$ cat src/rtl/shift_pipe_if.sv
// Handshake bundle for shift_pipe: operand/amount/op in, shifted result out, plus flush and busy.
interface shift_pipe_if #(
  parameter int unsigned WIDTH = 16
);
  localparam int unsigned SHW = $clog2(WIDTH);

  logic             flush;
  logic             in_valid;
  logic             in_ready;
  logic [WIDTH-1:0] in_data;
  logic [SHW-1:0]   in_amt;
  logic [1:0]       in_op;
  logic             out_valid;
  logic             out_ready;
  logic [WIDTH-1:0] out_data;
  logic             out_zero;
  logic             busy;

  modport master (
    output flush, in_valid, in_data, in_amt, in_op, out_ready,
    input  in_ready, out_valid, out_data, out_zero, busy
  );

  modport slave (
    input  flush, in_valid, in_data, in_amt, in_op, out_ready,
    output in_ready, out_valid, out_data, out_zero, busy
  );
endinterface

$ cat src/rtl/shift_pipe.sv
// Pipelined barrel shifter (SLL/SRL/SRA/ROL): stage k shifts by 2^k when amount bit k is set,
// with valid/ready on both ends and a combinational ready chain back to the input.
module shift_pipe #(
  parameter int unsigned WIDTH = 16
) (
  input logic         clk,
  input logic         rst,
  shift_pipe_if.slave bus
);
  localparam int unsigned SHW = $clog2(WIDTH);
  localparam logic [1:0] OP_SLL = 2'b00;
  localparam logic [1:0] OP_SRL = 2'b01;
  localparam logic [1:0] OP_SRA = 2'b10;

  logic             valid_q [SHW];
  logic [WIDTH-1:0] data_q  [SHW];
  logic [1:0]       op_q    [SHW];
  logic [SHW-1:0]   amt_q   [SHW];
  logic             out_zero_q;

  logic [SHW-1:0]   adv;
  logic [SHW-1:0]   load;
  logic             src_valid [SHW];
  logic [WIDTH-1:0] src_data  [SHW];
  logic [1:0]       src_op    [SHW];
  logic [SHW-1:0]   src_amt   [SHW];
  logic [WIDTH-1:0] nxt_data  [SHW];
  logic [SHW-1:0]   nxt_amt   [SHW];
  logic             busy_c;

  function automatic logic [WIDTH-1:0] shift_by(input logic [WIDTH-1:0] d,
                                                input logic [1:0]       op,
                                                input int unsigned      s);
    logic [WIDTH-1:0] r;
    unique case (op)
      OP_SLL:  r = d << s;
      OP_SRL:  r = d >> s;
      OP_SRA:  r = WIDTH'($signed(d) >>> s);
      default: r = (d << s) | (d >> (WIDTH - s));
    endcase
    return r;
  endfunction

  // Ready chain from the output back: a stage loads when it is empty or its contents move on.
  always_comb begin
    logic rdy;
    adv  = '0;
    load = '0;
    rdy  = bus.out_ready;
    for (int k = int'(SHW) - 1; k >= 0; k--) begin
      adv[k]  = valid_q[k] & rdy;
      load[k] = !valid_q[k] | adv[k];
      rdy     = load[k];
    end
  end

  // Stage inputs and the per-stage conditional shift; each stage retires its own amount bit.
  always_comb begin
    src_valid[0] = bus.in_valid;
    src_data[0]  = bus.in_data;
    src_op[0]    = bus.in_op;
    src_amt[0]   = bus.in_amt;
    for (int k = 1; k < int'(SHW); k++) begin
      src_valid[k] = valid_q[k-1];
      src_data[k]  = data_q[k-1];
      src_op[k]    = op_q[k-1];
      src_amt[k]   = amt_q[k-1];
    end
    for (int k = 0; k < int'(SHW); k++) begin
      nxt_amt[k]    = src_amt[k];
      nxt_amt[k][k] = 1'b0;
      nxt_data[k]   = src_amt[k][k] ? shift_by(src_data[k], src_op[k], 32'(1) << k)
                                    : src_data[k];
    end
  end

  always_ff @(posedge clk or posedge rst) begin
    if (rst) begin
      for (int k = 0; k < int'(SHW); k++) begin
        valid_q[k] <= 1'b0;
        data_q[k]  <= '0;
        op_q[k]    <= '0;
        amt_q[k]   <= '0;
      end
      out_zero_q <= 1'b0;
    end else begin
      for (int k = 0; k < int'(SHW); k++) begin
        if (bus.flush) begin
          valid_q[k] <= 1'b0;
        end else if (load[k]) begin
          valid_q[k] <= src_valid[k];
        end
        if (!bus.flush && load[k] && src_valid[k]) begin
          data_q[k] <= nxt_data[k];
          op_q[k]   <= src_op[k];
          amt_q[k]  <= nxt_amt[k];
        end
      end
      if (!bus.flush && load[SHW-1] && src_valid[SHW-1]) begin
        out_zero_q <= (nxt_data[SHW-1] == '0);
      end
    end
  end

  always_comb begin
    busy_c = 1'b0;
    for (int k = 0; k < int'(SHW); k++) begin
      busy_c = busy_c | valid_q[k];
    end
  end

  assign bus.in_ready  = !bus.flush && load[0];
  assign bus.out_valid = valid_q[SHW-1];
  assign bus.out_data  = data_q[SHW-1];
  assign bus.out_zero  = out_zero_q;
  assign bus.busy      = busy_c;
endmodule

$ cat src/flat_wrapper.sv
// flat-port wrapper written by rule: the top's interface ports become plain ports
module shift_pipe_flat 
#(
  parameter int unsigned WIDTH = 16
)
  (clk, rst, bus_flush, bus_in_valid, bus_in_data, bus_in_amt, bus_in_op, bus_out_ready, bus_in_ready, bus_out_valid, bus_out_data, bus_out_zero, bus_busy);
  shift_pipe_if #(.WIDTH(WIDTH)) bus_i ();
  input logic clk;
  input logic rst;
  input wire logic [$bits(bus_i.flush)-1:0] bus_flush;
  input wire logic [$bits(bus_i.in_valid)-1:0] bus_in_valid;
  input wire logic [$bits(bus_i.in_data)-1:0] bus_in_data;
  input wire logic [$bits(bus_i.in_amt)-1:0] bus_in_amt;
  input wire logic [$bits(bus_i.in_op)-1:0] bus_in_op;
  input wire logic [$bits(bus_i.out_ready)-1:0] bus_out_ready;
  output wire logic [$bits(bus_i.in_ready)-1:0] bus_in_ready;
  output wire logic [$bits(bus_i.out_valid)-1:0] bus_out_valid;
  output wire logic [$bits(bus_i.out_data)-1:0] bus_out_data;
  output wire logic [$bits(bus_i.out_zero)-1:0] bus_out_zero;
  output wire logic [$bits(bus_i.busy)-1:0] bus_busy;
  assign bus_i.flush = bus_flush;
  assign bus_i.in_valid = bus_in_valid;
  assign bus_i.in_data = bus_in_data;
  assign bus_i.in_amt = bus_in_amt;
  assign bus_i.in_op = bus_in_op;
  assign bus_i.out_ready = bus_out_ready;
  assign bus_in_ready = bus_i.in_ready;
  assign bus_out_valid = bus_i.out_valid;
  assign bus_out_data = bus_i.out_data;
  assign bus_out_zero = bus_i.out_zero;
  assign bus_busy = bus_i.busy;
  shift_pipe #(.WIDTH(WIDTH)) u_core (.clk(clk), .rst(rst), .bus(bus_i));
endmodule
$ cat config.mk
export PLATFORM = sky130hd
export DESIGN_NAME = shift_pipe_flat
export DESIGN_NICKNAME = d
export VERILOG_FILES = /design/src/rtl/shift_pipe_if.sv /design/src/rtl/shift_pipe.sv /design/src/flat_wrapper.sv
export SDC_FILE = /design/constraint.sdc
export NUM_CORES = 1
export LEC_CHECK = 0
export ABC_AREA = 0
export CELL_PAD_IN_SITES_DETAIL_PLACEMENT = 0
export CELL_PAD_IN_SITES_GLOBAL_PLACEMENT = 1
export CORE_ASPECT_RATIO = 0.7
export CORE_MARGIN = 1
export CORE_UTILIZATION = 30
export DETAILED_ROUTE_END_ITERATION = 8
export PLACE_DENSITY = 0.58
export SETUP_SLACK_MARGIN = 0.4
export SLEW_MARGIN = 10
export SYNTH_ARGS = -nofsm -noshare
export SYNTH_HDL_FRONTEND = slang
export SYNTH_SLANG_ARGS = --single-unit
$ cat constraint.sdc
create_clock -name clk -period 3.1 [get_ports clk]
set_input_delay 0.465 -clock clk [delete_from_list [all_inputs] [get_ports clk]]
set_output_delay 0.465 -clock clk [all_outputs]
set_load 0.01 [all_outputs]
# Word-level counts from Yosys, hierarchy flattened

Index checks and enable logic that the tools add are counted.

Equality and inequality tests: 8
Mux-type cells: 16
Bitwise logic cells: 15
Reductions and logical operators: 22

Operators by type and width:

| kind               | number |
|---|---|
| $pmux 16 s3        | 4 |
| $mux 16            | 4 |
| $logic_not 16->1   | 1 |
| $or 16x1->16       | 1 |
| $or 16x2->16       | 1 |
| $or 16x4->16       | 1 |
| $or 16x8->16       | 1 |
| $eq 2x1->1 const B | 4 |
| $eq 2x2->1 const B | 4 |
| $logic_and 1x1->1  | 8 |
| $logic_not 2->1    | 4 |
| $mux 1             | 8 |
| $reduce_bool 2->1  | 4 |
| $or 1x1->1         | 7 |
| $logic_not 1->1    | 5 |
| $and 1x1->1        | 4 |

Register bits: 81
Input port bits: 27
Output and inout bits: 20
Logic and storage cells: 76

# Logic depth before layout (Yosys ltp)

Depth after elaboration: 10
Gate-level depth with buffers: 7
Mapped depth without buffers: 5

# Least setup slack after synthesis

No wires, ideal clock.

Kind: input to register
Start: input bus_in_op[1]
End: register u_core.data_q[56] (netlist bit)
Setup time: 0.133 ns
Arrival: 1.603 ns
Slack: 1.364 ns
Stages on the path: 7
Path buffers: 2
Path through: clkbuf_1 > xnor2_2 > buf_4 > mux2i_1 > nand2_1 > o21ai_0 > o21ai_0

Word-level cells in the longest chain between the ends: 3
Elaborated cells on any way between the ends: 5
Those cells by class: eq/ne (2); mux (2); reduce/logical (1)

RTL lines:

| item                               | RTL line           | RTL |
|---|---|---|
| from (decl)                        | flat_wrapper.sv:14 | `input wire logic [$bits(bus_i.in_op)-1:0] bus_in_op;` |
| $eq 2x2->1 (tied with other cells) | shift_pipe.sv:35   | `unique case (op)` |
| $pmux 16 s3 (*)                    | shift_pipe.sv:35   |  |
| $mux 16 (*)                        | shift_pipe.sv:72   | `nxt_data[k] = src_amt[k][k] ? shift_by(src_data[k], src_op[k], 32'(1) << k)` |
| to (signal, indexed assignment)    | shift_pipe.sv:94   | `data_q[k] <= nxt_data[k];` |
| to (decl)                          | shift_pipe.sv:16   | `logic [WIDTH-1:0] data_q [SHW];` |

Every way passes the cells marked *; elsewhere a longest branch is shown, timed or not.
A chain may end at the register's enable or synchronous reset.

# Final worst setup path

Start: input bus_out_ready
End: output bus_in_ready

Word-level cells in the longest chain between the ends: 9

RTL lines:

| item              | RTL line           | RTL |
|---|---|---|
| from (decl)       | flat_wrapper.sv:15 | `input wire logic [$bits(bus_i.out_ready)-1:0] bus_out_ready;` |
| $and 1x1->1       | shift_pipe.sv:51   | `adv[k] = valid_q[k] & rdy;` |
| $or 1x1->1        | shift_pipe.sv:52   | `load[k] = !valid_q[k] \| adv[k];` |
| $and 1x1->1       | shift_pipe.sv:51   |  |
| $or 1x1->1        | shift_pipe.sv:52   |  |
| $and 1x1->1       | shift_pipe.sv:51   |  |
| $or 1x1->1        | shift_pipe.sv:52   |  |
| $and 1x1->1       | shift_pipe.sv:51   |  |
| $or 1x1->1        | shift_pipe.sv:52   |  |
| $logic_and 1x1->1 | shift_pipe.sv:112  | `assign bus.in_ready = !bus.flush && load[0];` |
| to (decl)         | flat_wrapper.sv:16 | `output wire logic [$bits(bus_i.in_ready)-1:0] bus_in_ready;` |

Every way passes these cells.

==> flow_summary.json <==
{
  "mappedNetlistArea_mm2": 0.00465,
  "async_flop_share_pct": 100,
  "fin_crit_ns": 2.39,
  "internal_power_mw": 2.68,
  "finalSetupViolCount": 0,
  "min_path_type": "reg2reg",
  "hold-path-endpoint": "u_core.bus.out_data[9]",
  "grt_usage_pct": 14.6,
  "drt_iter0_markers": 224,
  "yosysWarningCount": 0,
  "syn-num-nets": 565,
  "hold_slack_ns": 0.505,
  "dpl_cell_area_mm2": 0.00517,
  "cellPowerDensity_mw_per_mm2": 773,
  "vias_per_cell": 4.99,
  "drv_slew": 0,
  "drc_errors": 0,
  "r2r_end": "u_core.bus.out_zero",
  "cts_tree": "built",
  "r2r-start": "u_core.amt_q[7]",
  "status": "complete, no violations",
  "cts-resized-gates": 0,
  "startpoint_type": "input port",
  "fin_skew_ns": 0.00990,
  "place_congestion": 0.760,
  "synthDistinctLibCells": 38,
  "fmax_mhz": 418,
  "avgSynthCellArea_um2": 8.64,
  "cp-end-kind": "output port",
  "die_h_um": 106,
  "rows": 37,
  "maxCapViolCount": 0,
  "cts.sinks": 81,
  "worstSetupPathType": "in2out",
  "routed_wl_um": 11000,
  "hold_depth": 1,
  "cts_buffers": 9,
  "postCtsSetupBuffers": 0,
  "synth_seq_cells": 81,
  "ctsHtreeMaxLevel": 3,
  "rsz0062_at_grt": "no",
  "ys_seq_area_share_pct": 43.6,
  "maxSlewHeadroom_pct": 40.4,
  "cts_hold_buffers": 0,
  "critical_path_required_ns": 2.63,
  "ys.flop_type": "dfrtp_1",
  "port_buffers": 46,
  "drive_above_1_share_pct": 11.2,
  "utilization_pct": 36.8,
  "switching_power_mw": 1.55,
  "fin_tns_setup_ns": 0,
  "num_vias": 3746,
  "finalHoldViolations": 0,
  "first_pass_iters": 4,
  "final_common_cell": "nand2_1",
  "timing.final.crit_share_pct": 77.2,
  "grt_pass1_wl_um": 18100,
  "io_pins": 47,
  "grt_max_degree": 47,
  "syn_inst": 538,
  "dieArea_mm2": 0.0160,
  "crit_fanout": 4,
  "synth_edf_count": 0,
  "start_util_pct": 31.2,
  "tightestPinTransition_ns": 0.894,
  "vdd_drop_max_v": 0.000290,
  "final_nets": 577,
  "swShare_pct": 36.6,
  "min-delay-start": "u_core.bus.out_data[9]",
  "drtAntennaViolNets": 0,
  "wl_per_cell_um": 14.7,
  "hpwlAfterDp_um": 8360,
  "critPathArrivalTime_ns": 1.93,
  "clock_latency_ns": 0.34,
  "most-common-layout-cells": "nand2_1, o21ai_0, dfrtp_1",
  "reg2reg_setup_slack_ns": 0.89,
  "grt_pass1_vias": 3431,
  "antenna_found_initial": 0,
  "core_area_mm2": 0.0149,
  "clockBufferDepth": 2,
  "seqPwrFrac_pct": 42.2,
  "die_w_um": 151,
  "clkTransAtPathRegs_ns": 0.06,
  "antennaDiodeCount": 0,
  "grt_overflow_total": 0,
  "clock-root-buffer": "clkbuf_16",
  "p_clk_share_pct": 25.7,
  "combPwrFrac_pct": 32.2,
  "design_area_mm2": 0.00548,
  "cellLeakagePower_nw": 2.31,
  "ff2ff_path_depth": 4,
  "area_growth_pct": 18.0
}
-- final cells by class --
class	count	area (um2)
Fill cell	1536	9430
Clock buffer	10	239
Multi-Input combinational cell	393	2310
Inverter	7	27.5
Timing Repair Buffer	58	563
Sequential cell	81	2030
Tap cell	195	244
Clock inverter	6	67.6
-- metrics by stage --
step,setup WS [ns],total power [mW],std cells
final,0.705,4.24,750
after global routing,0.656,4.54,750
after CTS,0.702,4.29,750
after detailed placement,0.692,3.18,734
after global placement,0.693,3.14,734
after floorplan,0.555,2.73,538
-- power groups by stage --
stage                     sequential, mW  combinational, mW  clock, mW
after detailed placement            1.80               1.37          0
after floorplan                     1.55               1.18          0
after CTS                           1.79               1.38       1.13
after global placement              1.79               1.35          0
after global routing                1.85               1.53       1.16
final                               1.79               1.36       1.09
-- logic make-up after synthesis --
group | count (synthesis) | synth area share, %
compound gates | 153 | 18.6
xor+xnor | 4 | 1.08
buf+inv | 64 | 6.71
flops | 81 | 43.6
mux | 53 | 12.1
simple gates | 183 | 17.9
-- Yosys cell counts, drive strengths merged, types with 4 or more instances --
cell type	n	area, um2
mux2	25	282
a21oi	31	155
dfrtp	81	2030
buf	27	173
nand2	107	402
nand3	16	80.1
clkbuf	30	113
mux2i	28	280
nor2	22	82.6
o21ai	93	465
nand4	5	31.3
nor2b	10	62.6
a22oi	4	30.0
o211ai	13	97.6
nand2b	8	50.1
inv	7	26.3
-- registers in the layout, indices dropped and copies added (netlist names) --
| register | cells |
|---|---|
| u_core.src_valid | 3 |
| u_core.amt_q | 6 |
| u_core.bus.out_zero | 1 |
| u_core.bus.out_data | 16 |
| u_core.op_q | 6 |
| u_core.data_q | 48 |
| u_core.bus.out_valid | 1 |
-- critical path, cell delays in order --
cell and delay [ns]:
clkdlybuf4s50_1 0.47, and4b_1 0.23, a21oi_1 0.19, clkdlybuf4s50_1 0.57
-- layer usage --
metal	up-vias	part of all wire (%)	GRT usage, %
met3	8	4.8	3.99
met2	66	38	18.1
met5	-	0	0
li1	1896	-	-
met1	1776	56	23.6
met4	0	0.93	3.86
-- worst max path at each step --
stage          slack (ns)               end  cells after the start          start
2_1_floorplan        0.55  u_core.amt_q[10]                      1            rst
3_3_place_gp         0.69      bus_in_ready                      4  bus_out_ready
3_5_place_dp         0.69    u_core.op_q[4]                      4  bus_out_ready
4_1_cts              0.70      bus_in_ready                      4  bus_out_ready
5_1_grt              0.66      bus_in_ready                      4  bus_out_ready
6_report             0.71      bus_in_ready                      4  bus_out_ready
Note: power is estimated with default switching activity, not from simulation.
